==> config.mk <==
export PLATFORM = sky130hd
export DESIGN_NAME = imem_boot_loader
export DESIGN_NICKNAME = d
export VERILOG_FILES = /design/src/rtl/imem_boot_loader.sv
export SDC_FILE = /design/constraint.sdc
export NUM_CORES = 1
export LEC_CHECK = 0
export ABC_AREA = 1
export BUFFER_PORTS_ARGS = -buffer_cell sky130_fd_sc_hd__buf_2
export CAP_MARGIN = 20
export CORE_ASPECT_RATIO = 1.75
export CORE_MARGIN = 5
export CORE_UTILIZATION = 58
export DETAILED_ROUTE_END_ITERATION = 8
export GPL_ROUTABILITY_DRIVEN = 0
export PLACE_DENSITY = 0.86
export SLEW_MARGIN = 25
export SYNTH_ARGS = -nofsm -noshare
export SYNTH_HDL_FRONTEND = slang
export SYNTH_SLANG_ARGS = --single-unit
==> constraint.sdc <==
create_clock -name clk_i -period 3.75 [get_ports clk_i]
set_clock_uncertainty 0.2 [all_clocks]
set_input_delay 0.75 -clock clk_i [delete_from_list [all_inputs] [get_ports clk_i]]
set_output_delay 0.75 -clock clk_i [all_outputs]
set_load 0.1 [all_outputs]
==> src/rtl/imem_boot_loader.sv <==
// Arbitrates the single-port instruction RAM between CPU fetch and a UART program loader.
// A boot request holds the CPU, writes a length-prefixed big-endian word stream, then releases it.
module imem_boot_loader #(
    parameter int ROM_SIZE = 256,
    parameter int ADDR_W   = 8,
    parameter int TIMEOUT  = 1000000
) (
    input  logic              clk_i,
    input  logic              rst_ni,
    input  logic              boot_req_i,
    input  logic              rx_valid_i,
    input  logic [7:0]        rx_data_i,
    input  logic [31:0]       cpu_pc_i,
    output logic [31:0]       cpu_inst_o,
    output logic              cpu_hold_o,
    output logic [ADDR_W-1:0] mem_addr_o,
    output logic              mem_we_o,
    output logic [31:0]       mem_wdata_o,
    input  logic [31:0]       mem_rdata_i,
    output logic              boot_done_o,
    output logic              boot_err_o,
    output logic [ADDR_W:0]   words_loaded_o
);

    localparam int          IDLE_W     = $clog2(TIMEOUT + 1);
    localparam logic [31:0] ROM_SIZE_L = ROM_SIZE;

    typedef enum logic [2:0] {RUN, HDR0, HDR1, LOAD, DONE, ERROR} state_e;

    state_e              state_q, state_d;
    logic [15:0]         count_q, count_d;
    logic [23:0]         word_q, word_d;
    logic [1:0]          byte_cnt_q, byte_cnt_d;
    logic [ADDR_W-1:0]   wr_ptr_q, wr_ptr_d;
    logic [ADDR_W-1:0]   waddr_q, waddr_d;
    logic [ADDR_W:0]     words_q, words_d;
    logic [IDLE_W-1:0]   idle_q, idle_d;
    logic                mem_we_q, mem_we_d;
    logic [31:0]         mem_wdata_q, mem_wdata_d;
    logic                boot_done_q, boot_done_d;
    logic                boot_err_q, boot_err_d;

    logic [15:0]         hdr_count;
    logic                idle_hit;
    logic                pc_in_range;
    logic                unused_pc;

    assign hdr_count = {count_q[15:8], rx_data_i};
    assign idle_hit  = (idle_q == IDLE_W'(TIMEOUT - 1));

    always_comb begin
        state_d     = state_q;
        count_d     = count_q;
        word_d      = word_q;
        byte_cnt_d  = byte_cnt_q;
        wr_ptr_d    = wr_ptr_q;
        waddr_d     = waddr_q;
        words_d     = words_q;
        idle_d      = idle_q;
        mem_we_d    = 1'b0;
        mem_wdata_d = mem_wdata_q;
        boot_done_d = 1'b0;
        boot_err_d  = boot_err_q;

        // A boot request restarts from any state and wins over a byte arriving in the same cycle.
        if (boot_req_i) begin
            state_d    = HDR0;
            count_d    = '0;
            word_d     = '0;
            byte_cnt_d = '0;
            wr_ptr_d   = '0;
            words_d    = '0;
            idle_d     = '0;
            boot_err_d = 1'b0;
        end else begin
            case (state_q)
                HDR0: begin
                    if (rx_valid_i) begin
                        count_d[15:8] = rx_data_i;
                        idle_d        = '0;
                        state_d       = HDR1;
                    end
                end
                HDR1: begin
                    if (rx_valid_i) begin
                        count_d = hdr_count;
                        idle_d  = '0;
                        if (hdr_count == 16'd0) begin
                            state_d = DONE;
                        end else if (32'(hdr_count) > ROM_SIZE_L) begin
                            state_d    = ERROR;
                            boot_err_d = 1'b1;
                        end else begin
                            state_d = LOAD;
                        end
                    end else if (idle_hit) begin
                        state_d    = ERROR;
                        boot_err_d = 1'b1;
                    end else begin
                        idle_d = idle_q + 1'b1;
                    end
                end
                LOAD: begin
                    if (rx_valid_i) begin
                        idle_d     = '0;
                        word_d     = {word_q[15:0], rx_data_i};
                        byte_cnt_d = byte_cnt_q + 2'd1;
                        if (byte_cnt_q == 2'd3) begin
                            mem_we_d    = 1'b1;
                            mem_wdata_d = {word_q, rx_data_i};
                            waddr_d     = wr_ptr_q;
                            wr_ptr_d    = wr_ptr_q + 1'b1;
                            words_d     = words_q + 1'b1;
                            if (16'(words_q) + 16'd1 == count_q) begin
                                state_d = DONE;
                            end
                        end
                    end else if (idle_hit) begin
                        state_d    = ERROR;
                        boot_err_d = 1'b1;
                    end else begin
                        idle_d = idle_q + 1'b1;
                    end
                end
                DONE: begin
                    state_d     = RUN;
                    boot_done_d = 1'b1;
                end
                default: ;
            endcase
        end
    end

    always_ff @(posedge clk_i or negedge rst_ni) begin
        if (!rst_ni) begin
            state_q     <= RUN;
            count_q     <= '0;
            word_q      <= '0;
            byte_cnt_q  <= '0;
            wr_ptr_q    <= '0;
            waddr_q     <= '0;
            words_q     <= '0;
            idle_q      <= '0;
            mem_we_q    <= 1'b0;
            mem_wdata_q <= '0;
            boot_done_q <= 1'b0;
            boot_err_q  <= 1'b0;
        end else begin
            state_q     <= state_d;
            count_q     <= count_d;
            word_q      <= word_d;
            byte_cnt_q  <= byte_cnt_d;
            wr_ptr_q    <= wr_ptr_d;
            waddr_q     <= waddr_d;
            words_q     <= words_d;
            idle_q      <= idle_d;
            mem_we_q    <= mem_we_d;
            mem_wdata_q <= mem_wdata_d;
            boot_done_q <= boot_done_d;
            boot_err_q  <= boot_err_d;
        end
    end

    // The write is registered, so the RAM sees the latched write pointer rather than the advanced one.
    // Bit 31 of the PC is dropped so kernel and user aliases fetch the same word.
    assign cpu_hold_o     = (state_q != RUN);
    assign pc_in_range    = ({3'b000, cpu_pc_i[30:2]} < ROM_SIZE_L);
    assign mem_addr_o     = cpu_hold_o ? waddr_q : cpu_pc_i[ADDR_W+1:2];
    assign cpu_inst_o     = (!cpu_hold_o && pc_in_range) ? mem_rdata_i : 32'h0;
    assign mem_we_o       = mem_we_q;
    assign mem_wdata_o    = mem_wdata_q;
    assign boot_done_o    = boot_done_q;
    assign boot_err_o     = boot_err_q;
    assign words_loaded_o = words_q;
    assign unused_pc      = ^{cpu_pc_i[31], cpu_pc_i[1:0]};

endmodule
==> impl_metrics.json, run 1 <==
{
  "top_layer": "met4",
  "vias": 6211,
  "hold_class": "in2async",
  "setup_ws_ps": 264,
  "worst_slew_pin_slew_ps": 801,
  "htree_num_levels": 4,
  "wl_per_cell_um": 16.5,
  "clk-insertion-delay-late_ps": 430,
  "hold_viol": 0,
  "grt_max_degree": 72,
  "drv_slew": 0,
  "track_usage": 0.283,
  "final_cell_area_um2": 8290,
  "yosysTopAreaCellShare": 0.496,
  "synth_flop_cell": "dfrtp_1",
  "rsz0062_at_grt": "no",
  "cts_tree": "yes",
  "synth_top_cell_by_area": "dfrtp_1",
  "instances_no_fill": 1110,
  "clock_sink_count": 125,
  "ir_worst_vdd_uv": 451,
  "netlist_top_cells_area": "dfrtp_1 50%, nand2_1 10%, inv_1 7.7%",
  "seq_area_frac_synth": 0.496,
  "grt_pass1_vias": 5863,
  "dieArea_um2": 13100,
  "max_freq_ghz": 0.287,
  "ios": 161,
  "fillers": 701,
  "core_area_um2": 10700,
  "required_ps": 2800,
  "antenna_found_initial": 0,
  "status": "complete, no violations",
  "dp.cells": 1078,
  "max-clock-path-buffers": 2,
  "placed_cell_area_um2": 7650,
  "dr.first_iter.drc_count": 553,
  "cts_root_buffer": "clkbuf_16",
  "finalSetupViolations": 0,
  "ctsHoldBuffers": 0,
  "synth_cell_types": 38,
  "critPathLaunchType": "flop",
  "yosys_warnings": 0,
  "routedLengthMet1_um": 5860,
  "area_growth_pct": 31.4,
  "drt_wl_total_um": 18300,
  "power.leakage_uw": 0.00418,
  "die_h_um": 148,
  "post_cts_resized": 0,
  "post-route-period-util": 0.930,
  "detail-route-antenna-nets": 0,
  "max-slew-margin-rel": 0.463,
  "grt_pass1_wl_um": 28300,
  "final_util": 0.775,
  "avgViaCountPerCell": 5.60,
  "period_needed_ps": 3490,
  "syn_nets": 891,
  "power_density_nw_per_um2": 502,
  "numPortBuffers": 157,
  "clk_pin_slew_worst_paths_ps": 60,
  "wl_met3_um": 1790,
  "grt-ovfl-total": 0,
  "cp.arrival_ps": 2540,
  "synth_cells": 811,
  "dp_slack_ps": 556,
  "die_x_um": 88.8,
  "cp_max_fo": 32,
  "dp_hpwl_um": 12900,
  "cap_violations": 0,
  "wl_met2_um": 9730,
  "start_util": 0.589,
  "synth-seq-cells": 125,
  "cts_buffers": 17,
  "synth-async-reset-ratio": 1.00,
  "avgSynthCellArea_um2": 7.78,
  "cp-end-kind": "output port",
  "nNetsFinal": 1047,
  "row_count": 50,
  "synth_edf_count": 0,
  "drive_gt1_frac": 0.230,
  "fin_total_pwr_uw": 4160,
  "critPathKind": "reg2out",
  "cts_setup_buffers": 0,
  "dr.pass1.iters": 6,
  "syn-cell-area_um2": 6310,
  "remaining_drc_errors": 0,
  "n_antenna_cell": 0
}
[logic make-up (layout without fill, tap and decap cells)]
| family | Yosys count | after routing | synth area share |
|---|---|---|---|
| buffers and inverters | 164 | 333 | 0.107 |
| flip-flops | 125 | 125 | 0.496 |
| XOR/XNOR | 4 | 4 | 0.00774 |
| adder cells (fa/ha/maj) | 4 | 4 | 0.00794 |
| AO/OA/AOI/OAI | 143 | 143 | 0.128 |
| multiplexers | 4 | 4 | 0.00714 |
| AND/OR/NAND/NOR | 367 | 367 | 0.246 |
[registers in the layout (all words and copies together), names as in the netlist]
signal	flops
boot_done_o	1
boot_err_o	1
byte_cnt_q	2
count_q	16
idle_q	20
mem_wdata_o	32
mem_we_o	1
state_q	3
waddr_q	8
word_q	24
words_loaded_o	9
wr_ptr_q	8
[cell usage in the layout, fill, tap and decap left out, drive strengths merged]
cell type,netlist,final
nand3b,1,1
o21bai,1,1
inv,137,145
nor2,114,114
o211ai,1,1
o31ai,4,4
a221oi,1,1
o41ai,1,1
o22ai,26,26
buf,21,164
xor2,3,3
o21ai,87,87
a31oi,2,2
xnor3,1,1
nand2,179,179
bufinv,0,3
and3,1,1
nand3,44,44
clkinv,0,1
ha,4,4
nor3,9,9
a21oi,19,19
dfrtp,125,125
nor4,7,7
mux2,4,4
clkinvlp,0,3
o21a,1,1
nand4,12,12
clkbuf,6,17
[worst max-delay path, stage by stage, from the launching register on]
cell and delay [ps]:
dfrtp_1 480, nor2_1 170, nand2_1 190, inv_2 250, nand2_1 80, nor2_1 140, nand4_1 90, buf_4 250
nor2_1 250, buf_12 210
[where the power goes]
part | switching [µW] | internal [µW] | total (µW)
sequential | 60.4 | 1430 | 1490
clock | 674 | 1070 | 1740
combinational | 726 | 205 | 931
[per-layer routing]
metal,GRT usage,up-vias
li1,-,2913
met1,0.286,2882
met2,0.510,339
met3,0.0770,77
met4,0.144,0
met5,0,-
[through the flow]
stage          setup TNS, ps  hold slack (ps)
4_1_cts                    0              189
3_3_place_gp               0              265
3_5_place_dp               0              273
5_1_grt                    0              236
6_report                   0              163
2_1_floorplan         -12960              250
[layout make-up]
cell class | instances | area (µm²) | area share
Inverter | 137 | 514 | 0.0621
Clock inverter | 15 | 199 | 0.0240
Timing Repair Buffer | 164 | 1330 | 0.161
Tap cell | 130 | 163 | 0.0196
Multi-Input combinational cell | 522 | 2520 | 0.304
Clock buffer | 17 | 425 | 0.0513
Sequential cell | 125 | 3130 | 0.378
[final timing paths]
kind                                 start               to  slack, ps  cells past startpoint
max in group asynchronous           rst_ni      boot_done_o       2370                      2
min                                 rst_ni   mem_wdata_o[6]        160                      1
max reg2reg                     state_q[1]  mem_wdata_o[15]       1130                      8
min in group clk_i         mem_wdata_o[24]  mem_wdata_o[24]        280                      2
max                             state_q[1]    cpu_inst_o[1]        260                      9
min reg2reg                mem_wdata_o[24]  mem_wdata_o[24]        280                      2
[synth_stat cells (all sizes together) (2+ instances only)]
| library cell | n |
|---|---|
| clkbuf | 6 |
| o21ai | 87 |
| o22ai | 26 |
| nand3 | 44 |
| a21oi | 19 |
| a31oi | 2 |
| xor2 | 3 |
| nor4 | 7 |
| ha | 4 |
| nand4 | 12 |
| mux2 | 4 |
| dfrtp | 125 |
| nor3 | 9 |
| buf | 21 |
| o31ai | 4 |
| nand2 | 179 |
| inv | 137 |
| nor2 | 114 |
(Power assumes the default switching activity.)
==> run 2: changes to the inputs <==
--- a/config.mk
+++ b/config.mk
@@ -5,15 +5,14 @@
 export SDC_FILE = /design/constraint.sdc
 export NUM_CORES = 1
 export LEC_CHECK = 0
-export ABC_AREA = 1
 export BUFFER_PORTS_ARGS = -buffer_cell sky130_fd_sc_hd__buf_2
 export CAP_MARGIN = 20
 export CORE_ASPECT_RATIO = 1.75
 export CORE_MARGIN = 5
-export CORE_UTILIZATION = 58
+export CORE_UTILIZATION = 57
 export DETAILED_ROUTE_END_ITERATION = 8
 export GPL_ROUTABILITY_DRIVEN = 0
-export PLACE_DENSITY = 0.86
+export PLACE_DENSITY = 0.85
 export SLEW_MARGIN = 25
 export SYNTH_ARGS = -nofsm -noshare
 export SYNTH_HDL_FRONTEND = slang
==> constraint.sdc (replaced) <==
create_clock -name clk_i -period 3.75 [get_ports clk_i]
set_clock_uncertainty 0.2 [all_clocks]
set_input_delay 0.75 -clock clk_i [delete_from_list [all_inputs] [get_ports clk_i]]
set_output_delay 0.75 -clock clk_i [all_outputs]
set_load 0.02 [all_outputs]
==> run 2 against run 1 <==
Effect of this change:
- synthesized area decreased by 3.7%
- critical path depth shrank 2
- via count is 17% lower
- total power decreased by 10%
- sequential cell count unchanged
- cell count is 19% lower
- utilization fell by 5.4 points
- combinational power down 41%
- global-route usage is 3.6 points lower
- largest cell class unchanged
- clock-buffer cell count unchanged
- maximum frequency increased by 11%
- design area is 8.1% lower
- critical endpoint is now cpu_inst_o[15]
==> impl_metrics.json, run 2 <==
{
  "status": "complete, no violations",
  "die_x_um": 88.0,
  "row_count": 50,
  "synth-async-reset-ratio": 1.00,
  "dr.first_iter.drc_count": 332,
  "fin_setup_tns_ps": 0,
  "cp_max_fo": 32,
  "cts_tree": "yes",
  "fin_total_pwr_uw": 3740,
  "vias": 5156,
  "dp_hpwl_um": 11000,
  "ff_latch_area_um2": 3130,
  "ios": 161,
  "placed_cell_area_um2": 7000,
  "area_growth_pct": 25.3,
  "grt_pass1_wl_um": 24900,
  "start_util": 0.575,
  "avgSynthCellArea_um2": 10.1,
  "final_util": 0.720,
  "clk_pin_slew_worst_paths_ps": 60,
  "dieArea_um2": 12900,
  "synth-seq-cells": 125,
  "yosys_warnings": 0,
  "die_h_um": 147,
  "final_cell_area_um2": 7610,
  "largest_reg_flops": 32,
  "critPathLaunchType": "flop",
  "multi_input_area_um2": 2800,
  "rr_worst_depth": 6,
  "synth_cells": 603,
  "syn_nets": 683,
  "power.leakage_uw": 0.00381,
  "nNetsFinal": 838,
  "cts_setup_buffers": 0,
  "grt_pass1_vias": 5208,
  "power_density_nw_per_um2": 491,
  "synth_common_cells": "125 x dfrtp_1, 99 x nand2_1, 49 x mux2_2",
  "critPathKind": "reg2out",
  "max-clock-path-buffers": 2,
  "r2r-start": "state_q[0]",
  "r2r_slack_ps": 940,
  "max_freq_ghz": 0.318,
  "wl_per_cell_um": 17.2,
  "synth_edf_count": 0,
  "worstReg2RegEnd": "mem_wdata_o[10]",
  "period_needed_ps": 3140,
  "hold_viol": 0,
  "drv_slew": 0,
  "drive_gt1_frac": 0.333,
  "max-slew-margin-rel": 0.334,
  "synth_flop_cell": "dfrtp_1",
  "clk-insertion-delay-late_ps": 420,
  "detail-route-antenna-nets": 0,
  "post-route-period-util": 0.839,
  "required_ps": 2800,
  "synth_top_cell_by_area": "dfrtp_1",
  "cp-end-kind": "output port",
  "grt_max_degree": 60,
  "synth_cell_types": 52,
  "cp.arrival_ps": 2190,
  "clock_sink_count": 125,
  "seq_area_frac_synth": 0.515,
  "netlist_top_cells_area": "dfrtp_1 51%, mux2_2 9.1%, nand2_1 6.1%",
  "cts_root_buffer": "clkbuf_16",
  "cap_violations": 0,
  "ctsHoldBuffers": 0,
  "ir_worst_vdd_uv": 413,
  "fillers": 738,
  "drt_wl_total_um": 15500,
  "syn-cell-area_um2": 6080,
  "hold_class": "in2async",
  "final_common_cell": "buf_2",
  "finalSetupViolations": 0,
  "track_usage": 0.247,
  "rsz0062_at_grt": "no",
  "worst_slew_pin_slew_ps": 996,
  "yosysTopAreaCellShare": 0.515,
  "numPortBuffers": 157,
  "avgViaCountPerCell": 5.72,
  "dr.pass1.iters": 5,
  "htree_num_levels": 4,
  "antenna_found_initial": 0,
  "synth.most_common_cell": "dfrtp_1",
  "grt-ovfl-total": 0,
  "post_cts_resized": 0,
  "cts_buffers": 17,
  "remaining_drc_errors": 0,
  "layout_common_cells": "156 x buf_2, 125 x dfrtp_1, 99 x nand2_1",
  "core_area_um2": 10600,
  "n_antenna_cell": 0
}
==> run 2: cell count changes after synthesis, sizes merged, moves of 25 or more <==
cell   previous run  this run
nand3            44        16
inv             137         4
o21ai            87        18
xor2              3        29
a21oi            19        45
nor2            114        45
and2              0        35
o22ai            26         1
mux2              4        49
nand2           179        99
==> run 2: worst max-delay path, cell delays in order (launching register included) <==
cell and delay (ps):
dfrtp_1 530, nor3_2 220, buf_4 250, nand3_1 100
nor2_1 110, buf_4 240, and2_1 170, buf_2 160
==> run 2: layer usage <==
layer | track usage | share of wire | vias to the layer above
li1 | - | - | 2385
met1 | 0.272 | 0.34 | 2485
met2 | 0.437 | 0.53 | 247
met3 | 0.0610 | 0.093 | 39
met4 | 0.110 | 0.034 | 0
met5 | 0 | 0 | -
==> run 2: logic make-up (layout without fill, tap and decap cells) <==
group                      count (synthesis)  after routing  share of synthesized area
and+or+nand+nor                          257            257                      0.208
DFF                                      125            125                      0.515
AOI/OAI and AO/OA                         91             91                     0.0914
muxes                                     49             49                     0.0908
xor gates and xnor gates                  41             41                     0.0616
buffers and inverters                     36            204                     0.0255
adders and majority gates                  4              4                    0.00824
==> run 2: final cells by class <==
type                    count  share of cell area
clock buffers              17              0.0559
clock inverters            15              0.0245
inverters                   4             0.00197
multi-input cells         442               0.368
flip-flops and latches    125               0.411
well taps                 130              0.0214
repair buffers            168               0.118
==> run 2: power by group <==
part | switching, µW | leakage, µW | internal, µW
clock | 644 | 0.000293 | 1060
sequential | 82.7 | 0.00173 | 1410
combinational | 344 | 0.00179 | 201
==> run 2: per-stage QoR <==
stage,worst slack [ps],hold WS (ps),cells
global route,414,271,901
global placement,703,257,869
floorplan,953,241,603
CTS,575,235,901
finish,606,197,901
detailed placement,649,267,869
==> run 2: worst max-delay path by stage <==
stage	slack (ps)	start	cells after the start	end
floorplan	950	state_q[0]	6	cpu_inst_o[10]
global placement	700	rx_valid_i	7	mem_wdata_o[12]
detailed placement	650	rx_valid_i	7	mem_wdata_o[10]
CTS	580	state_q[0]	7	cpu_inst_o[15]
global route	410	state_q[0]	7	cpu_inst_o[30]
finish	610	state_q[0]	7	cpu_inst_o[15]
==> run 3: changes to the inputs <==
--- a/config.mk
+++ b/config.mk
@@ -9,10 +9,10 @@
 export CAP_MARGIN = 20
 export CORE_ASPECT_RATIO = 1.75
 export CORE_MARGIN = 5
-export CORE_UTILIZATION = 57
+export CORE_UTILIZATION = 53
 export DETAILED_ROUTE_END_ITERATION = 8
 export GPL_ROUTABILITY_DRIVEN = 0
-export PLACE_DENSITY = 0.85
+export PLACE_DENSITY = 0.8
 export SLEW_MARGIN = 25
 export SYNTH_ARGS = -nofsm -noshare
 export SYNTH_HDL_FRONTEND = slang
==> constraint.sdc (replaced) <==
create_clock -name clk_i -period 2.9 [get_ports clk_i]
set_clock_uncertainty 0.2 [all_clocks]
set_input_delay 0.58 -clock clk_i [delete_from_list [all_inputs] [get_ports clk_i]]
set_output_delay 0.58 -clock clk_i [all_outputs]
set_load 0.02 [all_outputs]
==> run 3 against run 2 <==
Effect of this change:
- global-route usage decreased by 1.3 points
- design area about the same
- routed wire length increased by 2.2%
- cell count increased by 0.78%
- via count decreased by 0.29%
- clock power increased by 21%
- largest cell class unchanged
- largest power group unchanged
==> impl_metrics.json, run 3 (synthesis gave the netlist of run 2 again) <==
{
  "power.leakage_uw": 0.00382,
  "required_ps": 2120,
  "nNetsFinal": 843,
  "status": "complete, no violations",
  "placed_cell_area_um2": 7020,
  "area_growth_pct": 25.3,
  "grt_pass1_wl_um": 25900,
  "vias": 5141,
  "cts_tree": "yes",
  "grt_pass1_vias": 5361,
  "hold_viol": 0,
  "cp-end-kind": "output port",
  "htree_num_levels": 4,
  "max-slew-margin-rel": 0.335,
  "drv_slew": 0,
  "power_density_nw_per_um2": 616,
  "worst_slew_pin_slew_ps": 995,
  "cp.arrival_ps": 1940,
  "row_count": 51,
  "dr.pass1.iters": 5,
  "avgViaCountPerCell": 5.66,
  "remaining_drc_errors": 0,
  "clk-insertion-delay-late_ps": 410,
  "post-route-period-util": 0.937,
  "largest_reg_flops": 32,
  "dr.first_iter.drc_count": 297,
  "die_x_um": 90.9,
  "switchingPower_uw": 1300,
  "ios": 161,
  "dp_hpwl_um": 11500,
  "pwr-share-clk": 0.437,
  "fillers": 844,
  "grt-ovfl-total": 0,
  "max-clock-path-buffers": 2,
  "whs_ps": 248,
  "final_cell_area_um2": 7610,
  "cts_buffers": 17,
  "period_needed_ps": 2720,
  "hold_class": "in2reg",
  "antenna_found_initial": 1,
  "seqPwrFrac": 0.412,
  "wl_per_cell_um": 17.4,
  "layout_common_cells": "156 x buf_2, 124 x dfrtp_1, 99 x nand2_1",
  "critPathKind": "reg2out",
  "switching_share": 0.277,
  "finalSetupViolations": 0,
  "grt_max_degree": 60,
  "p_int_uw": 3390,
  "ir_worst_vdd_uv": 568,
  "rsz0062_at_grt": "no",
  "cts_root_buffer": "clkbuf_16",
  "ff_latch_area_um2": 3130,
  "numPortBuffers": 157,
  "detail-route-antenna-nets": 0,
  "cp_max_fo": 32,
  "start_util": 0.544,
  "drt_wl_total_um": 15800,
  "clk_pin_slew_worst_paths_ps": 50,
  "clock_sink_count": 125,
  "critPathLaunchType": "flop",
  "cap_violations": 0,
  "dieArea_um2": 13800,
  "fin_setup_tns_ps": 0,
  "core_area_um2": 11200,
  "r2r_slack_ps": 370,
  "multi_input_area_um2": 2800,
  "drive_gt1_frac": 0.334,
  "track_usage": 0.233,
  "max_freq_ghz": 0.368,
  "final_common_cell": "buf_2",
  "die_h_um": 152,
  "p_comb_frac": 0.151
}
## run 3: changes by cell type in the layout (fill, tap and decap cells not counted), sizes merged
cell / before / now
inv: 9 / 5
clkbuf: 17 / 21
dlygate4sd3: 0 / 1
bufinv: 3 / 2
diode: 0 / 1
buf: 168 / 172
## run 3: path summary, 6_finish.rpt
kind / start / endpoint / cells past startpoint
max in group asynchronous: rst_ni / waddr_q[1] / 3
setup / recovery: state_q[1] / cpu_inst_o[10] / 6
min in group asynchronous: rst_ni / idle_q[9] / 2
setup reg to reg: idle_q[0] / idle_q[17] / 7
hold reg to reg: count_q[13] / count_q[13] / 2
hold / removal: rx_data_i[0] / word_q[0] / 3
## run 3: timing repair
item                                    in CTS  in global routing
endpoints found under the setup margin       0                 32
hold buffers                                 1                  0
hold endpoints to repair                    21                  0
resized for setup                            0                  2
buffers inserted                             0                  0
## run 3: power groups by stage
stage	logic [µW]	registers, µW	clock network, µW
4_1_cts	711	1930	2080
2_1_floorplan	494	1910	0
6_report	706	1940	2050
3_5_place_dp	697	1960	0
3_3_place_gp	672	1950	0
5_1_grt	775	1950	2170
## run 3: final cells by class
class                           instances  area share
Clock buffer                           21      0.0605
Tap cell                              132      0.0217
Antenna cell                            1    0.000329
Inverter                                4     0.00197
Clock inverter                         10      0.0151
Multi-Input combinational cell        442       0.368
Sequential cell                       125       0.411
Timing Repair Buffer                  173       0.122
## run 3: metal layers
| layer | vias up | GRT usage | part of all wire |
|---|---|---|---|
| met3 | 25 | 0.0662 | 0.079 |
| met1 | 2494 | 0.246 | 0.35 |
| met4 | 0 | 0.0888 | 0.024 |
| met5 | - | 0 | 0 |
| met2 | 224 | 0.434 | 0.54 |
| li1 | 2398 | - | - |
## run 3: critical path: stages, from the launching register on
cell and delay [ps]:
dfrtp_1 480, nor3_2 270, nand3_1 120, nor2_1 130, buf_6 200, and2_1 160
buf_2 160
## run 3: metrics by stage
stage	instances	utilization	total power (µW)	worst slack, ps
after detailed placement	875	0.629	2660	307
after global routing	908	0.682	4890	2.50
final	908	0.682	4690	181
after global placement	875	0.629	2620	359
after floorplan	603	-	2400	273
after CTS	907	0.681	4720	71.9
